**src/rtl/key_step_gen.sv**
```systemverilog
// key_step_gen: turns a bouncy active-low push-button into a clean active-low step level
// for a negedge-clocked register bank, with an optional free-running auto-run mode.
//
// Ports:
//   clk        board oscillator; all state updates on its rising edge
//   reset      asynchronous active-low clear
//   key_n      raw push-button, active-low, asynchronous to clk
//   run_en     selects auto-run stepping when high
//   step_n     registered active-low step level (idle 1)
//   step_pulse registered one-cycle strobe on every falling edge of step_n
//   step_count registered 16-bit count of step_n falling edges (wraps)
module key_step_gen #(
    parameter int unsigned DEBOUNCE_CYCLES = 1000000,
    parameter int unsigned RUN_HALF        = 12500000,
    parameter int unsigned CNT_WIDTH       = 24
) (
    input  logic        clk,
    input  logic        reset,
    input  logic        key_n,
    input  logic        run_en,
    output logic        step_n,
    output logic        step_pulse,
    output logic [15:0] step_count
);

    localparam logic [1:0] IDLE         = 2'd0;
    localparam logic [1:0] PRESS_WAIT   = 2'd1;
    localparam logic [1:0] HELD         = 2'd2;
    localparam logic [1:0] RELEASE_WAIT = 2'd3;

    localparam logic [CNT_WIDTH-1:0] DB_LAST  = CNT_WIDTH'(DEBOUNCE_CYCLES - 1);
    localparam logic [CNT_WIDTH-1:0] RUN_LAST = CNT_WIDTH'(RUN_HALF - 1);
    localparam logic [CNT_WIDTH-1:0] CNT_ZERO = '0;
    localparam logic [CNT_WIDTH-1:0] CNT_ONE  = CNT_WIDTH'(1);

    logic                 s1, s2;
    logic [1:0]           state_q, state_d;
    logic [CNT_WIDTH-1:0] cnt_q, cnt_d;
    // Set while the current HELD phase is an auto-run low phase; keeps it running to its
    // full length even if run_en drops, so no runt clock pulse is produced.
    logic                 auto_q, auto_d;
    logic                 step_n_d, step_pulse_d;
    logic [15:0]          step_count_d;

    always_comb begin
        state_d      = state_q;
        cnt_d        = cnt_q;
        auto_d       = auto_q;
        step_n_d     = step_n;
        step_pulse_d = 1'b0;
        step_count_d = step_count;

        unique case (state_q)
            IDLE: begin
                if (run_en) begin
                    if (cnt_q == RUN_LAST) begin
                        state_d      = HELD;
                        cnt_d        = CNT_ZERO;
                        auto_d       = 1'b1;
                        step_n_d     = 1'b0;
                        step_pulse_d = 1'b1;
                        step_count_d = step_count + 16'd1;
                    end else begin
                        cnt_d = cnt_q + CNT_ONE;
                    end
                end else if (!s2) begin
                    state_d = PRESS_WAIT;
                    cnt_d   = CNT_ONE;
                end else begin
                    // Discards a partial auto-run high phase when run_en drops.
                    cnt_d = CNT_ZERO;
                end
            end
            PRESS_WAIT: begin
                if (s2) begin
                    state_d = IDLE;
                    cnt_d   = CNT_ZERO;
                end else if (cnt_q == DB_LAST) begin
                    state_d      = HELD;
                    cnt_d        = CNT_ZERO;
                    auto_d       = 1'b0;
                    step_n_d     = 1'b0;
                    step_pulse_d = 1'b1;
                    step_count_d = step_count + 16'd1;
                end else begin
                    cnt_d = cnt_q + CNT_ONE;
                end
            end
            HELD: begin
                if (run_en || auto_q) begin
                    auto_d = 1'b1;
                    if (cnt_q == RUN_LAST) begin
                        state_d  = IDLE;
                        cnt_d    = CNT_ZERO;
                        auto_d   = 1'b0;
                        step_n_d = 1'b1;
                    end else begin
                        cnt_d = cnt_q + CNT_ONE;
                    end
                end else if (s2) begin
                    state_d = RELEASE_WAIT;
                    cnt_d   = CNT_ONE;
                end
            end
            RELEASE_WAIT: begin
                if (!s2) begin
                    state_d = HELD;
                    cnt_d   = CNT_ZERO;
                end else if (cnt_q == DB_LAST) begin
                    state_d  = IDLE;
                    cnt_d    = CNT_ZERO;
                    step_n_d = 1'b1;
                end else begin
                    cnt_d = cnt_q + CNT_ONE;
                end
            end
        endcase
    end

    always_ff @(posedge clk or negedge reset) begin
        if (!reset) begin
            s1         <= 1'b1;
            s2         <= 1'b1;
            state_q    <= IDLE;
            cnt_q      <= CNT_ZERO;
            auto_q     <= 1'b0;
            step_n     <= 1'b1;
            step_pulse <= 1'b0;
            step_count <= 16'd0;
        end else begin
            s1         <= key_n;
            s2         <= s1;
            state_q    <= state_d;
            cnt_q      <= cnt_d;
            auto_q     <= auto_d;
            step_n     <= step_n_d;
            step_pulse <= step_pulse_d;
            step_count <= step_count_d;
        end
    end

endmodule
```
**config.mk**
```make
export PLATFORM = sky130hd
export DESIGN_NAME = key_step_gen
export DESIGN_NICKNAME = d
export VERILOG_FILES = /design/src/rtl/key_step_gen.sv
export SDC_FILE = /design/constraint.sdc
export NUM_CORES = 1
export LEC_CHECK = 0
export CORE_MARGIN = 10
export CORE_UTILIZATION = 25
export CTS_BUF_LIST = sky130_fd_sc_hd__clkbuf_16
export DETAILED_ROUTE_END_ITERATION = 6
export MAX_ROUTING_LAYER = met4
export PLACE_DENSITY = 0.52
export SETUP_SLACK_MARGIN = 0.05
export SYNTH_ARGS = -nofsm -noshare
export SYNTH_HDL_FRONTEND = slang
export SYNTH_SLANG_ARGS = --single-unit
```
**constraint.sdc**
```tcl
create_clock -name clk -period 6.24 [get_ports clk]
set_input_delay 1.872 -clock clk [delete_from_list [all_inputs] [get_ports clk]]
set_output_delay 1.872 -clock clk [all_outputs]
set_load 0.02 [all_outputs]
```
==> flow_summary.json, run 1 <==
{
  "ctsRootBufferMaster": "clkbuf_16",
  "synth-edff-count": 0,
  "synthCells": 269,
  "dp.cells": 418,
  "insertion_delay_ns": 0.29,
  "synth.mux.area_fraction_pct": 1.65,
  "place_area_sq_mm": 0.00299,
  "fin_setup_tns_ns": 0,
  "initial_core_util_pct": 25.7,
  "irDropWorstVdd_v": 0.000144,
  "dp_hpwl_um": 4380,
  "vias_per_cell": 4.80,
  "p_per_area_mw_per_mm2": 366,
  "tightest_slew_ns": 1.08,
  "synth_fa_ha_area_share_pct": 3.30,
  "synth_seq_cells": 47,
  "ys.flop_type": "dfrtp_1",
  "worstPathArrival_ns": 3.97,
  "dpl_worst_slack_ns": 2.13,
  "slew_violations": 0,
  "fin_crit_ns": 3.82,
  "drt_iter0_drc": 218,
  "yosysTopAreaCell": "dfrtp_1",
  "ys_types": 51,
  "crit_fanout": 8,
  "synth-xor-area-share_pct": 11.2,
  "status": "finished, final reports clean",
  "slew_headroom_pct": 28.0,
  "portBuffers": 21,
  "synth_nets": 280,
  "num-fill-cells": 1068,
  "cts_tree": "built",
  "end_kind": "flop",
  "rsz0062_at_grt": "false",
  "io_pins": 22,
  "die_x_um": 123,
  "synth_compound_area_share_pct": 7.63,
  "synth-seq-area-share_pct": 44.4,
  "cts_resized": 0,
  "hold_viol_final": 0,
  "p_leak_nw": 1.21,
  "synth_top_family_by_area": "simple AND/OR/NAND/NOR gates",
  "hold_path_class": "flop to flop",
  "drt_wl_total_um": 6090,
  "grt_pass1_wl_um": 10400,
  "crit_required_ns": 6.38,
  "h-tree-depth": 2,
  "rows": 37,
  "post_cts_buffers": 0,
  "place.gp.congestion": 0.811,
  "startpoint_type": "input pin",
  "fin_crit_sh_pct": 61.3,
  "syn-cell-area_sq_mm": 0.00266,
  "firstDrtPassIters": 4,
  "max_freq_ghz": 0.262,
  "dieArea_sq_mm": 0.0151,
  "maxCapViolations": 0,
  "wl_per_cell_um": 14.3,
  "synthArstFlopShare_pct": 100,
  "yosysTopAreaCellShare_pct": 41.5,
  "clock-sinks": 47,
  "track_usage_pct": 8.46,
  "nets": 300,
  "ant_nets": 0,
  "fp.dieH_um": 123,
  "seq_area_sq_mm": 0.00118,
  "grt_max_degree": 48,
  "antennaDiodeCount": 0,
  "multiInputGateArea_sq_mm": 0.00142,
  "synth.area.top_cells": "dfrtp_1 41%, xor2_1 7.3%, nor2_1 4.9%, xnor2_1 4.0%, nand3_1 3.6%",
  "avgSynthCellArea_sq_um": 9.87,
  "fin_ws_ns": 2.42,
  "grt_overflow_total": 0,
  "coreArea_sq_mm": 0.0103,
  "path_class": "input pin to flop",
  "stdcell_count": 426,
  "postCtsHoldBufs": 0,
  "grt_pass1_vias": 2024,
  "clock_path_buffers": 2,
  "setup_violations": 0,
  "clk_pin_slew_ns": 0.07,
  "finClkSkew_ns": 0.00847,
  "vias": 2043,
  "cts_inserted_buffers": 5,
  "drive_gt1_share_pct": 10.0,
  "synth_warnings": 0,
  "synth.most_common_cell": "dfrtp_1",
  "yosys.area_share.simple_pct": 29.5,
  "synthTopCellsByCount": "44 x dfrtp_1, 35 x nor2_1, 22 x nand2_1, 22 x xor2_1, 19 x nand3_1",
  "syn2layout_area_growth_pct": 17.8,
  "antenna_found_initial": 0,
  "drc": 0,
  "design_area_sq_mm": 0.00313
}
routing by layer:
layer	GRT usage, %	vias to the layer above	share of wire (%)
li1	-	997	-
met1	11.2	1005	49
met2	13.0	34	47
met3	1.19	7	2.6
met4	2.91	0	1.5
met5	-	-	0
sequential cells by signal (all words and copies together) (netlist names):
name and cells:
step_n 1, step_count 16, cnt_q 24, auto_q 1
s1 1, state_q 2, s2 1, step_pulse 1
cells by family (layout without fill, tap and decap cells):
| logic type | count (synthesis) | count (layout) |
|---|---|---|
| fa+ha+maj | 7 | 7 |
| mux | 4 | 4 |
| xor+xnor | 34 | 34 |
| simple gates | 137 | 137 |
| compound gates | 28 | 28 |
| buf+inv | 12 | 33 |
| flops | 47 | 47 |
final timing paths:
check                      cells after the start             end     start  slack, ns
max in group asynchronous                      1       cnt_q[22]     reset       3.79
min reg2reg                                    0              s2        s1       0.36
min in group asynchronous                      1  step_count[13]     reset       1.78
max reg2reg                                    7       cnt_q[19]  cnt_q[0]       3.37
min                                            0              s2        s1       0.36
max                                            7       cnt_q[17]    run_en       2.42
layout by cell type, fill, tap and decap left out, types with 3 or more instances in the layout:
master,synthesis,layout
inv_1,4,4
dfstp_2,3,3
nor3_1,6,6
clkdlybuf4s50_1,0,20
a21oi_1,9,9
xor2_1,22,22
nand4_1,13,13
nor3_2,6,6
nor2_1,35,35
nand2_1,22,22
ha_1,7,7
and4_1,3,3
nand3_1,19,19
and2_1,3,3
dfrtp_1,44,44
and3_1,7,7
nand4b_1,3,3
o21ai_0,6,6
clkbuf_16,0,5
xnor2_1,12,12
cell type report:
type	count	area share, %
well taps	136	5.44
inverters	4	0.480
clock buffers	5	4.00
multi-input cells	210	45.2
clock inverters	3	0.600
flip-flops and latches	47	37.7
repair buffers	21	6.56
power breakdown:
part	leakage [nW]	switching [mW]	internal, mW	total, mW
logic	0.531	0.273	0.179	0.452
clock network	0.0740	0.119	0.149	0.268
registers	0.602	0.0669	0.359	0.426
through the flow:
stage / total power [mW] / hold slack [ns] / util (%)
after floorplan: 0.752 / 0.345 / -
after detailed placement: 0.887 / 0.347 / 28.9
after global routing: 1.22 / 0.366 / 30.3
after global placement: 0.889 / 0.347 / 28.9
final: 1.15 / 0.359 / 30.3
after CTS: 1.16 / 0.357 / 30.3
critical path: stages:
cell,delay [ns]
clkdlybuf4s50_1,0.55
nor4b_2,0.65
nor3b_1,0.24
and4_1,0.32
nand4_1,0.13
xor2_1,0.16
nor2_1,0.05
Power figures use the tool's default switching activity.
==> inputs of run 2 (changes only) <==
==> constraint.sdc (replaced) <==
create_clock -name clk -period 3.9 [get_ports clk]
set_input_delay 1.17 -clock clk [delete_from_list [all_inputs] [get_ports clk]]
set_output_delay 1.17 -clock clk [all_outputs]
set_load 0.02 [all_outputs]
==> flow_summary.json, run 2 (same netlist as run 1, synthesis figures left out) <==
{
  "final_cell_mix": "44 x dfrtp_1, 35 x nor2_1, 22 x nand2_1, 22 x xor2_1, 20 x clkdlybuf4s50_1",
  "insertion_delay_ns": 0.29,
  "postCtsHoldBufs": 0,
  "dp.cells": 421,
  "hold_viol_final": 0,
  "rsz0062_at_grt": "false",
  "multiInputGateArea_sq_mm": 0.00142,
  "clk_pin_slew_ns": 0.07,
  "top_register": "cnt_q",
  "slew_headroom_pct": 29.5,
  "vias": 2069,
  "nets": 303,
  "setup_violations": 0,
  "drc": 0,
  "drive_gt1_share_pct": 10.6,
  "holdWs_ns": 0.357,
  "track_usage_pct": 8.74,
  "grt_pass1_vias": 2094,
  "p_leak_nw": 1.22,
  "dp_hpwl_um": 4450,
  "hold_path_class": "flop to flop",
  "crit_path_cell_trace": "clkdlybuf4s50_1, nor4b_2, nor3b_1, and4_1, nand4_1, xor2_1, nor2_1",
  "crit_fanout": 7,
  "fin_setup_tns_ns": 0,
  "cts_inserted_buffers": 5,
  "p_per_area_mw_per_mm2": 580,
  "top_regs": "cnt_q (24), step_count (16), state_q (2)",
  "dieArea_sq_mm": 0.0151,
  "firstDrtPassIters": 4,
  "grt_pass1_wl_um": 10700,
  "cts_tree": "built",
  "wl_per_cell_um": 14.2,
  "final_common_cell": "dfrtp_1",
  "max_freq_ghz": 0.326,
  "largest_reg_flops": 24,
  "h-tree-depth": 2,
  "place.gp.congestion": 0.818,
  "initial_core_util_pct": 25.7,
  "clock-sinks": 47,
  "crit_family": "simple AND/OR/NAND/NOR gates",
  "slew_violations": 0,
  "cts_resized": 0,
  "end_kind": "flop",
  "antennaDiodeCount": 0,
  "maxCapViolations": 0,
  "coreArea_sq_mm": 0.0103,
  "critPathMaxStageDelay_ns": 0.63,
  "syn2layout_area_growth_pct": 18.6,
  "tightest_slew_ns": 1.06,
  "reg2reg_slack_ns": 1.01,
  "io_pins": 22,
  "critPathBufInv": 1,
  "ant_nets": 0,
  "grt_max_degree": 48,
  "fin_crit_ns": 3.06,
  "seq_area_sq_mm": 0.00118,
  "portBuffers": 21,
  "antenna_found_initial": 0,
  "worstPathArrival_ns": 3.20,
  "post_cts_buffers": 0,
  "die_x_um": 123,
  "startpoint_type": "input pin",
  "clock_path_buffers": 2,
  "num-fill-cells": 1063,
  "path_class": "input pin to flop",
  "drt_iter0_drc": 152,
  "cpMaxStageDelayCell": "clkdlybuf4s50_1",
  "stdcell_count": 429,
  "drt_wl_total_um": 6090,
  "fin_crit_sh_pct": 78.6,
  "grt_overflow_total": 0,
  "vias_per_cell": 4.82,
  "ctsRootBufferMaster": "clkbuf_16",
  "rows": 37,
  "status": "finished, final reports clean",
  "crit_required_ns": 4.04,
  "irDropWorstVdd_v": 0.000200,
  "finClkSkew_ns": 0.00997,
  "fp.dieH_um": 123
}
run 2: final timing paths:
| path | endpoint | start | cells past startpoint |
|---|---|---|---|
| max in group asynchronous | cnt_q[15] | reset | 1 |
| setup / recovery | cnt_q[17] | run_en | 7 |
| hold / removal | s2 | s1 | 0 |
| setup reg to reg | cnt_q[4] | cnt_q[0] | 7 |
| min in group asynchronous | step_count[12] | reset | 1 |
| hold reg to reg | s2 | s1 | 0 |
run 2: cell type report:
class | instances | share of cell area, %
Sequential cell | 47 | 37.5
Clock inverter | 3 | 0.556
Timing Repair Buffer | 24 | 7.23
Clock buffer | 5 | 3.97
Tap cell | 136 | 5.40
Multi-Input combinational cell | 210 | 44.9
Inverter | 4 | 0.477
run 2: per-layer routing:
layer	up-vias	global-route usage, %	part of all wire (%)	routed length [um]
met5	-	-	0	0
met4	0	3.13	1.6	97
met3	7	1.09	1.9	116
met2	23	14.0	49	2970
met1	1036	11.2	48	2910
li1	1003	-	-	-
run 2: per-stage QoR:
stage               worst slack [ns]  total power, mW  cell area [sq um]  util (%)
floorplan                       1.41             1.20               2660         -
global placement               0.579             1.42               3010      29.1
detailed placement             0.557             1.43               3010      29.1
CTS                            0.843             1.86               3150      30.5
global route                   0.654             1.97               3150      30.5
finish                         0.836             1.83               3150      30.5
run 2: power breakdown:
group | total [mW] | internal (mW) | switching [mW]
Clock | 0.418 | 0.235 | 0.183
Combinational | 0.726 | 0.290 | 0.437
Sequential | 0.682 | 0.575 | 0.108
==> inputs of run 3 (changes only) <==
==> constraint.sdc (replaced) <==
create_clock -name clk -period 3 [get_ports clk]
set_input_delay 0.9 -clock clk [delete_from_list [all_inputs] [get_ports clk]]
set_output_delay 0.9 -clock clk [all_outputs]
set_load 0.02 [all_outputs]
==> flow_summary.json, run 3 (same netlist as run 1, synthesis figures left out) <==
{
  "status": "finished, final reports clean",
  "p_per_area_mw_per_mm2": 754,
  "critPathBufInv": 2,
  "clk_pin_slew_ns": 0.06,
  "end_kind": "flop",
  "worstPathArrival_ns": 2.65,
  "crit_fanout": 5,
  "rsz0062_at_grt": "false",
  "holdPathEnd": "s2",
  "nets": 310,
  "maxCapViolations": 0,
  "max_freq_ghz": 0.403,
  "dr_wl_met2_um": 2970,
  "firstDrtPassIters": 4,
  "maxUsedRoutingLayer": "met4",
  "p_clk_share_pct": 22.0,
  "cp-startpoint": "run_en",
  "h-tree-depth": 2,
  "insertion_delay_ns": 0.29,
  "vias": 2072,
  "drive_gt1_share_pct": 12.3,
  "clock_path_buffers": 2,
  "hold_path_class": "flop to flop",
  "ant_nets": 0,
  "fin_crit_sh_pct": 82.7,
  "reg2reg_to": "cnt_q[4]",
  "critPathMaxStageDelay_ns": 0.50,
  "cts_tree": "built",
  "crit_path_cell_trace": "clkdlybuf4s50_1, nor4b_2, nor3b_1, buf_4, and4_1, nand4_1, xor2_1, nor2_1",
  "grt_max_degree": 48,
  "swShare_pct": 39.3,
  "finClkSkew_ns": 0.00660,
  "coreArea_sq_mm": 0.0103,
  "track_usage_pct": 8.91,
  "path_class": "input pin to flop",
  "fin_ws_ns": 0.518,
  "hold-path-cell-count": 0,
  "top_regs": "cnt_q (24), step_count (16), state_q (2)",
  "ctsRootBufferMaster": "clkbuf_16",
  "fin_crit_ns": 2.48,
  "p_seq_share_pct": 36.5,
  "clock-sinks": 47,
  "grt_pass1_wl_um": 10900,
  "crit_required_ns": 3.17,
  "slew_violations": 0,
  "die_x_um": 123,
  "dpl_worst_slack_ns": 0.237,
  "power.switching_mw": 0.951,
  "num-fill-cells": 1057,
  "drt_iter0_drc": 139,
  "grt_pass1_vias": 2172,
  "irDropWorstVdd_v": 0.000282,
  "initial_core_util_pct": 25.7,
  "antenna_found_initial": 1,
  "drc": 0,
  "io_pins": 22,
  "dp_hpwl_um": 4550,
  "met1_length_um": 2910,
  "min_from": "s1",
  "rows": 37,
  "portBuffers": 21,
  "crit_family": "simple AND/OR/NAND/NOR gates",
  "fp.dieH_um": 123,
  "tightest_slew_ns": 0.453,
  "largest_reg_flops": 24,
  "post_cts_buffers": 0,
  "setup_violations": 0,
  "wl_met3_um": 160,
  "reg2reg_slack_ns": 0.67,
  "cts_inserted_buffers": 5,
  "final_cell_mix": "44 x dfrtp_1, 35 x nor2_1, 22 x nand2_1, 22 x xor2_1, 20 x clkdlybuf4s50_1",
  "slew_headroom_pct": 69.4,
  "syn2layout_area_growth_pct": 21.0,
  "p_leak_nw": 1.26,
  "final_common_cell": "dfrtp_1",
  "fin_setup_tns_ns": 0,
  "hold_viol_final": 0,
  "intPower_mw": 1.47,
  "top_register": "cnt_q",
  "vias_per_cell": 4.74,
  "grt_overflow_total": 0,
  "drt_wl_total_um": 6100,
  "reg2reg_from": "cnt_q[8]",
  "wl_per_cell_um": 14.0,
  "dieArea_sq_mm": 0.0151,
  "startpoint_type": "input pin",
  "cts_resized": 0,
  "place.gp.congestion": 0.831,
  "r2r_cells": 7,
  "postCtsHoldBufs": 0,
  "pwr-share-comb_pct": 41.5,
  "power_mw": 2.42,
  "cpMaxStageDelayCell": "clkdlybuf4s50_1"
}
-- run 3: cell types whose count changed in the layout (fill, tap and decap cells not counted), sizes merged --
cell / delta
buf: +7
diode: +1
-- run 3: per-layer routing --
layer	vias to the layer above	global-route usage, %
met5	-	-
met1	1033	11.3
met4	0	2.55
met2	18	14.1
li1	1015	-
met3	6	1.73
-- run 3: worst max-delay path by stage --
stage                           end  cells after the start  slack, ns
after floorplan           cnt_q[15]                      6       0.78
after global placement    cnt_q[15]                      8       0.28
after detailed placement  cnt_q[17]                      8       0.24
after CTS                 cnt_q[17]                      8       0.52
after global routing      cnt_q[15]                      8       0.37
final                     cnt_q[15]                      8       0.52
-- run 3: area by class of cell --
class / instances / area [sq um] / share of cell area (%)
Antenna cell: 1 / 2.50 / 0.0779
Clock inverter: 3 / 12.5 / 0.389
Timing Repair Buffer: 31 / 293 / 9.11
Sequential cell: 47 / 1180 / 36.7
Clock buffer: 5 / 125 / 3.89
Tap cell: 136 / 170 / 5.30
Inverter: 4 / 15.0 / 0.467
Multi-Input combinational cell: 210 / 1420 / 44.0
-- run 3: per-stage QoR --
| stage | hold slack [ns] | instances | util, % | cell area, sq um |
|---|---|---|---|---|
| 2_1_floorplan | 0.345 | 269 | - | 2660 |
| 3_3_place_gp | 0.347 | 428 | 29.8 | 3070 |
| 3_5_place_dp | 0.350 | 428 | 29.8 | 3070 |
| 4_1_cts | 0.363 | 436 | 31.1 | 3210 |
| 5_1_grt | 0.367 | 437 | 31.1 | 3210 |
| 6_report | 0.359 | 437 | 31.1 | 3210 |
-- run 3: worst register-to-register path: cells and delay by family (launching register included) --
| family | cells | cell delay [ns] |
|---|---|---|
| AO/OA/AOI/OAI | 2 | 0.68 |
| buffers and inverters | 1 | 0.19 |
| flip-flops | 1 | 0.45 |
| AND/OR/NAND/NOR | 4 | 0.91 |
-- run 3: power groups by stage --
stage | registers [mW] | logic [mW] | clock network [mW]
2_1_floorplan | 0.945 | 0.620 | 0
3_3_place_gp | 0.896 | 1.01 | 0
3_5_place_dp | 0.897 | 1.01 | 0
4_1_cts | 0.886 | 1.02 | 0.547
5_1_grt | 0.909 | 1.12 | 0.588
6_report | 0.885 | 1.00 | 0.533
